### config.mk
export PLATFORM = sky130hd
export DESIGN_NAME = mult
export DESIGN_NICKNAME = d
export VERILOG_FILES = /design/src/rtl/mult_pkg.sv /design/src/rtl/mult_booth_step.sv /design/src/rtl/mult.sv
export SDC_FILE = /design/constraint.sdc
export NUM_CORES = 1
export LEC_CHECK = 0
export CORE_MARGIN = 5
export CORE_UTILIZATION = 50
export DETAILED_ROUTE_END_ITERATION = 16
export PLACE_DENSITY = 0.8
export SKIP_LAST_GASP = 1
export SLEW_MARGIN = 5
export SYNTH_ARGS = -nofsm -noshare
export SYNTH_HDL_FRONTEND = slang
export SYNTH_SLANG_ARGS = --single-unit
### constraint.sdc
create_clock -name clock -period 5.5 [get_ports clock]
set_input_delay 1.1 -clock clock [delete_from_list [all_inputs] [get_ports clock]]
set_output_delay 1.1 -clock clock [all_outputs]
set_load 0.005 [all_outputs]
### src/rtl/mult_pkg.sv
`default_nettype none
// ============================================================================
// Module      : mult_pkg
// Description : Shared types and constants for the Booth multiplier slice.
// Revision    : 1.0 - initial release
// ============================================================================
package mult_pkg;

    localparam int MULT_WIDTH = 32;
    localparam int MULT_STEPS = 32;
    localparam int ACC_W      = MULT_WIDTH + 1;
    localparam int CNT_W      = $clog2(MULT_STEPS + 1);

    typedef enum logic [1:0] {
        IDLE = 2'd0,
        RUN  = 2'd1,
        DONE = 2'd2
    } mult_state_e;

endpackage : mult_pkg
`default_nettype wire

### src/rtl/mult_booth_step.sv
`default_nettype none
// ============================================================================
// Module      : booth_step
// Description : One radix-2 Booth iteration: add/sub M, then arithmetic
//               right shift of {A,Q,Q-1}. Purely combinational.
// Revision    : 1.0 - initial release
// ============================================================================
module booth_step #(
    parameter int WIDTH = 32
) (
    input  logic [WIDTH:0]   i_acc,
    input  logic [WIDTH-1:0] i_q,
    input  logic             i_qm1,
    input  logic [WIDTH:0]   i_m,
    output logic [WIDTH:0]   o_acc,
    output logic [WIDTH-1:0] o_q,
    output logic             o_qm1
);

    logic [WIDTH:0] w_sum;

    always_comb begin
        w_sum = i_acc;
        case ({i_q[0], i_qm1})
            2'b01:   w_sum = i_acc + i_m;
            2'b10:   w_sum = i_acc - i_m;
            default: w_sum = i_acc;
        endcase
    end

    assign o_acc = {w_sum[WIDTH], w_sum[WIDTH:1]};
    assign o_q   = {w_sum[0], i_q[WIDTH-1:1]};
    assign o_qm1 = i_q[0];

endmodule : booth_step
`default_nettype wire

### src/rtl/mult.sv
`default_nettype none
// ============================================================================
// Module      : mult
// Description : Iterative signed WIDTHxWIDTH Booth multiplier, fixed 34-edge
//               latency, writing the HI/LO entrance buses.
// Revision    : 1.0 - initial release
// ============================================================================
module mult
    import mult_pkg::*;
#(
    parameter int WIDTH = MULT_WIDTH
) (
    input  logic             clock,
    input  logic             reset,
    input  logic [WIDTH-1:0] regA_out,
    input  logic [WIDTH-1:0] regB_out,
    input  logic             multControl,
    output logic [WIDTH-1:0] hi_entrance,
    output logic [WIDTH-1:0] lo_entrance,
    output logic             multDone
);

    localparam logic [CNT_W-1:0] c_STEPS = CNT_W'(MULT_STEPS);

    mult_state_e      r_state;
    logic [WIDTH:0]   r_acc;
    logic [WIDTH-1:0] r_q;
    logic             r_qm1;
    logic [WIDTH:0]   r_m;
    logic [CNT_W-1:0] r_cnt;
    logic [WIDTH-1:0] r_hi;
    logic [WIDTH-1:0] r_lo;
    logic             r_done;

    logic [WIDTH:0]   w_acc_nxt;
    logic [WIDTH-1:0] w_q_nxt;
    logic             w_qm1_nxt;

    booth_step #(
        .WIDTH (WIDTH)
    ) u_step (
        .i_acc (r_acc),
        .i_q   (r_q),
        .i_qm1 (r_qm1),
        .i_m   (r_m),
        .o_acc (w_acc_nxt),
        .o_q   (w_q_nxt),
        .o_qm1 (w_qm1_nxt)
    );

    always_ff @(posedge clock or negedge reset) begin
        if (!reset) begin
            r_state <= IDLE;
            r_acc   <= '0;
            r_q     <= '0;
            r_qm1   <= 1'b0;
            r_m     <= '0;
            r_cnt   <= '0;
            r_hi    <= '0;
            r_lo    <= '0;
            r_done  <= 1'b0;
        end else begin
            r_done <= 1'b0;
            case (r_state)
                IDLE: begin
                    if (multControl) begin
                        r_m     <= {regA_out[WIDTH-1], regA_out};
                        r_q     <= regB_out;
                        r_acc   <= '0;
                        r_qm1   <= 1'b0;
                        r_cnt   <= c_STEPS;
                        r_state <= RUN;
                    end
                end
                RUN: begin
                    if (!multControl) begin
                        r_state <= IDLE;
                    end else if (r_cnt == '0) begin
                        // {A[WIDTH-1:0],Q} is the full product; A[WIDTH] is only a guard bit
                        r_hi    <= r_acc[WIDTH-1:0];
                        r_lo    <= r_q;
                        r_done  <= 1'b1;
                        r_state <= DONE;
                    end else begin
                        r_acc <= w_acc_nxt;
                        r_q   <= w_q_nxt;
                        r_qm1 <= w_qm1_nxt;
                        r_cnt <= r_cnt - 1'b1;
                    end
                end
                DONE: begin
                    if (!multControl) begin
                        r_state <= IDLE;
                    end
                end
                default: r_state <= IDLE;
            endcase
        end
    end

    assign hi_entrance = r_hi;
    assign lo_entrance = r_lo;
    assign multDone    = r_done;

endmodule : mult
`default_nettype wire

==> metrics, run 1 <==
DRT antenna net count=0; final core utilization=61.7%; Clock Tree Root=clkbuf_16; initial antenna violation count=0; Cell Area, Placed=between 10000 and 15000 um2; Crit Reg-Reg Endpoint=r_acc[31]$_DFFE_PN0P_; Congestion Overflow GR=0; critical path arrival=4600 ps; gpl congestion=a little over 0.9; Via density=5.50; Clock Skew=between 10 and 15 ps; GR Util All Layers=approximately a fifth; minimum clock period=around 4200 ps; initial core utilization=50.5%; CTS Buffer Depth=2; via count=~7800; Fin Hold WS=approximately 470 ps; reg2reg start=r_m[3]$_DFFE_PN0P_; routed len/inst=around 16 um; CTS Hold Bufs=0; Setup TNS Final=0 ps; number of global-route vias before repair=7493; largest net degree at the start of global routing=between 90 and 100; Worst Setup Start Kind=flop; port bufs=131; CP required=about 5900 ps; Die Y-Extent=between 100 and 150 um; RSZ-0062 raised after global routing=false; Max-Cap Viols=0; depth of the most critical reg-to-reg path=15; FF+latch count, synth=170; cell with the most instances after synthesis=nand2_1; EDFF count, synth=0; total chip power=around 6.4 mW; postcts setup bufs=0; f_max=235 MHz; syn avg cell area=slightly below 9 um2; setup violators final=0; number of remaining DRC errors=0; most frequent cells after synthesis=nand2_1 (285), dfrtp_1 (170), o21ai_0 (76); clk slew on worst S/H paths=around 80 ps; total CTS buffers=17; P_leak=roughly 5.3 nW; Layout area overhead=22.3%; dominant synthesized flop cell=dfrtp_1; Clock Sinks=170; start-to-end type of the worst setup path=reg2reg; Seq/Total Area, Yosys=between 40% and 50%; syn nets=1169; post-CTS sizing=0; Nets=1275; top cells by area, synth=dfrtp_1 (45%), nand2_1 (11%), ha_1 (4.7%); boundary pin count=between 100 and 150; Final Hold Violating Endpoints=0; Crit. Startpoint=r_m[3]$_DFFE_PN0P_; hold crit path type=reg2reg; synthesized cell area=between 9000 and 10000 um2; DR pass1 iterations=5; final instance area=between 10000 and 15000 um2; TritonCTS clock tree=built; Relative slew margins=25.2%; hold wc startpoint=lo_entrance[24]$_DFFE_PN0P_; Yosys top cell by area=dfrtp_1; row count=50; reg-to-reg slack, setup=1250 ps; status=finished clean; gate count after technology mapping=~1100; Ys Warns=0; asr flop ratio synth=100%; hold path depth=2; die area=21700 um2; DR iter-0 viols=660; Synth top area share=45.2%; first-pass GRT wire length=~37000 um; core area=around 19000 um2; Worst Tran Pin Value=between 1000 and 1500 ps; Pwr Density=560 nW/um2; Unique masters post-synth=between 60 and 70; ant diodes=0; Die Wd=147 um; period utilization=about 77%; CP Max Fanout=8; Final HPWL DP=~16000 um; H-tree depth=4; Slew Viols, Final=0; crit path capture type=flop; insertion delay to the later sink of the worst-skew pair=about 430 ps; Worst VDD drop=between 0.0003 and 0.0004 V; share of layout cells above drive strength 1=just over 7%; hold endpoint=lo_entrance[24]$_DFFE_PN0P_; final wirelength=22000 um
-- stage by stage --
stage                     instances  setup slack, ps
final                          1419             1250
after global routing           1419              958
after CTS                      1419             1250
after detailed placement       1387             1310
after global placement         1387             1410
after floorplan                1066             1720
-- per-layer routing --
| layer | vias up | wire length (um) | global-route usage, % |
|---|---|---|---|
| li1 | 3874 | - | - |
| met3 | 29 | 1160 | 3.30 |
| met1 | 3682 | 10200 | 29.3 |
| met5 | - | 0 | 0 |
| met4 | 0 | 403 | 6.62 |
| met2 | 217 | 10300 | 33.4 |
-- area by class of cell --
class	instances	area (um2)
repair buffers	139	1370
clock buffers	18	439
inverters	21	78.8
flip-flops and latches	170	4250
fillers	1637	7130
well taps	234	293
multi-input cells	823	4890
clock inverters	14	179
-- logic make-up (layout without fill, tap and decap cells) --
group / count (synthesis) / count (layout) / synth area share (%)
AOI/OAI and AO/OA: 220 / 220 / 13.5
xor gates and xnor gates: 57 / 57 / 5.31
muxes: 66 / 66 / 7.38
DFF: 170 / 170 / 45.2
adders and majority gates: 36 / 36 / 4.87
buffers and inverters: 73 / 192 / 2.97
and+or+nand+nor: 444 / 444 / 20.8
-- state kept, by name, summed over array words and instances, names as in the netlist --
signal,count
hi_entrance,32
lo_entrance,32
r_acc,32
r_m,32
r_q,32
r_cnt,6
r_state,2
multDone,1
r_qm1,1
-- worst max path at each step --
stage | endpoint | cells past startpoint | slack [ps]
2_1_floorplan | r_acc[27]$_DFFE_PN0P_ | 17 | 1720
3_3_place_gp | r_acc[27]$_DFFE_PN0P_ | 15 | 1410
3_5_place_dp | r_acc[31]$_DFFE_PN0P_ | 15 | 1310
4_1_cts | r_acc[31]$_DFFE_PN0P_ | 15 | 1250
5_1_grt | r_acc[31]$_DFFE_PN0P_ | 15 | 960
6_report | r_acc[31]$_DFFE_PN0P_ | 15 | 1250
-- power by group --
group	switching [mW]	internal (mW)	total, mW
clock	0.553	0.703	1.26
sequential	0.385	1.65	2.03
combinational	1.70	1.46	3.15
-- layout by cell type, fill, tap and decap left out, drive strengths merged, types with 5 or more instances in the layout --
cell and instances:
nand4 5, clkbuf 18, xnor2 48, and3 10, nand3 15, o22ai 7
nor2 58, clkdlybuf4s50 130, o21ai 89, dfrtp 170, nand2 286, o21a 5
inv 28, mux2i 39, a21o 15, mux2 27, buf 9, a21oi 73
or3 5, nor2b 6, nor3 20, xor2 9, nor4 10, ha 35
nand2b 12
-- worst max-delay path: stages (launching register included) --
cell	delay (ps)
dfrtp_1	450
nor4_4	450
nor4b_2	450
nand2_1	90
nor2_1	270
and3_1	330
a21oi_1	110
xnor2_1	140
ha_1	400
a21o_1	250
a211o_1	300
nand2b_1	70
o21ai_0	70
a21o_1	220
or4_1	470
nand3_1	100
Power figures use the tool's default switching activity.
==> run 2, diff against run 1 <==
clock period = 4.05 ns   (was 5.5 ns; I/O delays follow)
==> run 2 against run 1 <==
  * Wire length up 0.95%
  * Combinational power increased by 39%
  * Via count up 0.47%
  * Final cell count is 0.70% higher
  * Setup slack worse by 950 ps
  * Register-to-register slack worse by 950 ps
  * Flip-flop and latch count unchanged
  * Critical path depth is 1 higher
  * Clock power is 33% higher
  * Non-clock buffer count increased by 10
  * Clock-buffer cell count is 1 lower
  * Critical path type unchanged
  * Largest cell class unchanged
==> metrics, run 2 (synthesis gave the netlist of run 1 again) <==
die area=approximately 22000 um2; CTS Buffer Depth=2; row count=50; Layout area overhead=23.6%; CP required=around 4400 ps; Die Wd=~150 um; CP Max Fanout=5; clk slew on worst S/H paths=roughly 70 ps; Max-Cap Viols=0; Clock Sinks=170; GR Util All Layers=roughly a fifth; Slew Viols, Final=0; Pwr Density=between 700 and 800 nW/um2; insertion delay to the later sink of the worst-skew pair=between 400 and 500 ps; final wirelength=approximately 22000 um; number of global-route vias before repair=roughly 7400; crit path capture type=flop; Nets=approximately 1300; Die Y-Extent=147 um; Worst Setup Start Kind=flop; initial antenna violation count=0; reg2reg start=r_m[0]$_DFFE_PN0P_; gpl congestion=0.880; setup slack after layout=301 ps; DR pass1 iterations=5; start-to-end type of the worst setup path=reg2reg; CTS Hold Bufs=0; routed len/inst=15.5 um; f_max=around 270 MHz; boundary pin count=about 130; P_leak=~5.4 nW; Worst VDD drop=between 0.0004 and 0.0005 V; Place WS=around 200 ps; Worst Tran Pin Value=between 900 and 1000 ps; Placed Instances=between 1000 and 1500; Clock Tree Root=clkbuf_16; Crit Reg-Reg Endpoint=r_acc[30]$_DFFE_PN0P_; setup violators final=0; fin cells=between 1000 and 1500; period utilization=92.6%; commonest non-fill, non-tap cell in the layout=nand2_1; number of remaining DRC errors=0; DR iter-0 viols=a little over 600; status=finished clean; largest net degree at the start of global routing=97; H-tree depth=4; share of layout cells above drive strength 1=8.62%; Final Hold Violating Endpoints=0; initial core utilization=roughly half; Via density=approximately 5.5; total CTS buffers=17; minimum clock period=approximately 3700 ps; depth of the most critical reg-to-reg path=16; Crit. Startpoint=r_m[0]$_DFFE_PN0P_; Congestion Overflow GR=0; Final HPWL DP=approximately 16000 um; hold crit path type=in2async; TritonCTS clock tree=built; most frequent cells in the layout=nand2_1 (284), dfrtp_1 (170), clkdlybuf4s50_1 (130); core area=18600 um2; crit path to=r_acc[30]$_DFFE_PN0P_; DRT antenna net count=0; Clock Skew=about 7.9 ps; reg-to-reg slack, setup=about 300 ps; ant diodes=0; via count=approximately 8000; first-pass GRT wire length=between 30000 and 40000 um; port bufs=around 130; Relative slew margins=34.7%; critical path arrival=4070 ps
[run 2: cell types whose count changed in the layout (fill, tap and decap cells not counted), moves of 2 or more]
cell      previous run  this run
buf_4                8        17
clkinv_4             3         1
nor2_1              57        55
nor2_2               0         2
[run 2: final cells by class]
type	count	area (um2)
clock inverter	15	183
clock buffer	17	425
multi-input combinational	823	4930
sequential	170	4250
tap	234	293
inverter	21	78.8
timing repair buffer	149	1460
fill	1595	7020
[run 2: how the worst min path moves through the flow]
| stage | end | slack (ps) | cells past startpoint |
|---|---|---|---|
| after CTS | lo_entrance[25]$_DFFE_PN0P_ | 420 | 1 |
| after global placement | lo_entrance[15]$_DFFE_PN0P_ | 460 | 2 |
| final | lo_entrance[25]$_DFFE_PN0P_ | 400 | 1 |
| after floorplan | lo_entrance[10]$_DFFE_PN0P_ | 460 | 2 |
| after global routing | lo_entrance[24]$_DFFE_PN0P_ | 460 | 1 |
| after detailed placement | hi_entrance[10]$_DFFE_PN0P_ | 460 | 2 |
[run 2: report_power, final]
part	total (mW)	switching [mW]	internal (mW)
logic	4.37	2.34	2.03
registers	2.77	0.525	2.24
clock network	1.68	0.749	0.936
total	8.82	3.62	5.21
[run 2: worst max-delay path, stage by stage (launching register included)]
cell and delay [ps]:
dfrtp_1 440, inv_1 120, ha_1 240, nor2b_2 230, nand4b_4 170, nor4_2 220
a21oi_1 130, xnor2_1 190, ha_1 320, a21oi_1 260, o21ai_1 110, a21oi_1 180
o21ai_1 80, a21oi_1 230, o21ai_0 130, or3_1 360, a31o_1 200
[run 2: timing repair]
item,4_1_cts,5_1_grt
buffers inserted,0,1
resized for setup,0,8
setup endpoints to repair,0,5
[run 2: per-layer routing]
metal  wire length, um  track usage, %  share of wire (%)  vias up
met5                 0               0                  0        -
met4               334            6.01                1.5        0
met3              1240            3.08                5.6       28
met2             10400            33.2                 47      226
met1             10300            28.8                 46     3689
li1                  -               -                  -     3896
[run 2: stage by stage]
step	instance area, um2	TNS (ps)	hold WS [ps]	utilization [%]	total power [mW]
2_1_floorplan	9410	0	460	-	5.69
3_3_place_gp	11000	0	457	58.9	6.95
3_5_place_dp	11000	0	462	58.9	7.07
4_1_cts	11600	0	425	62.1	8.78
5_1_grt	11600	-11.7	463	62.4	9.50
6_report	11600	0	400	62.4	8.82
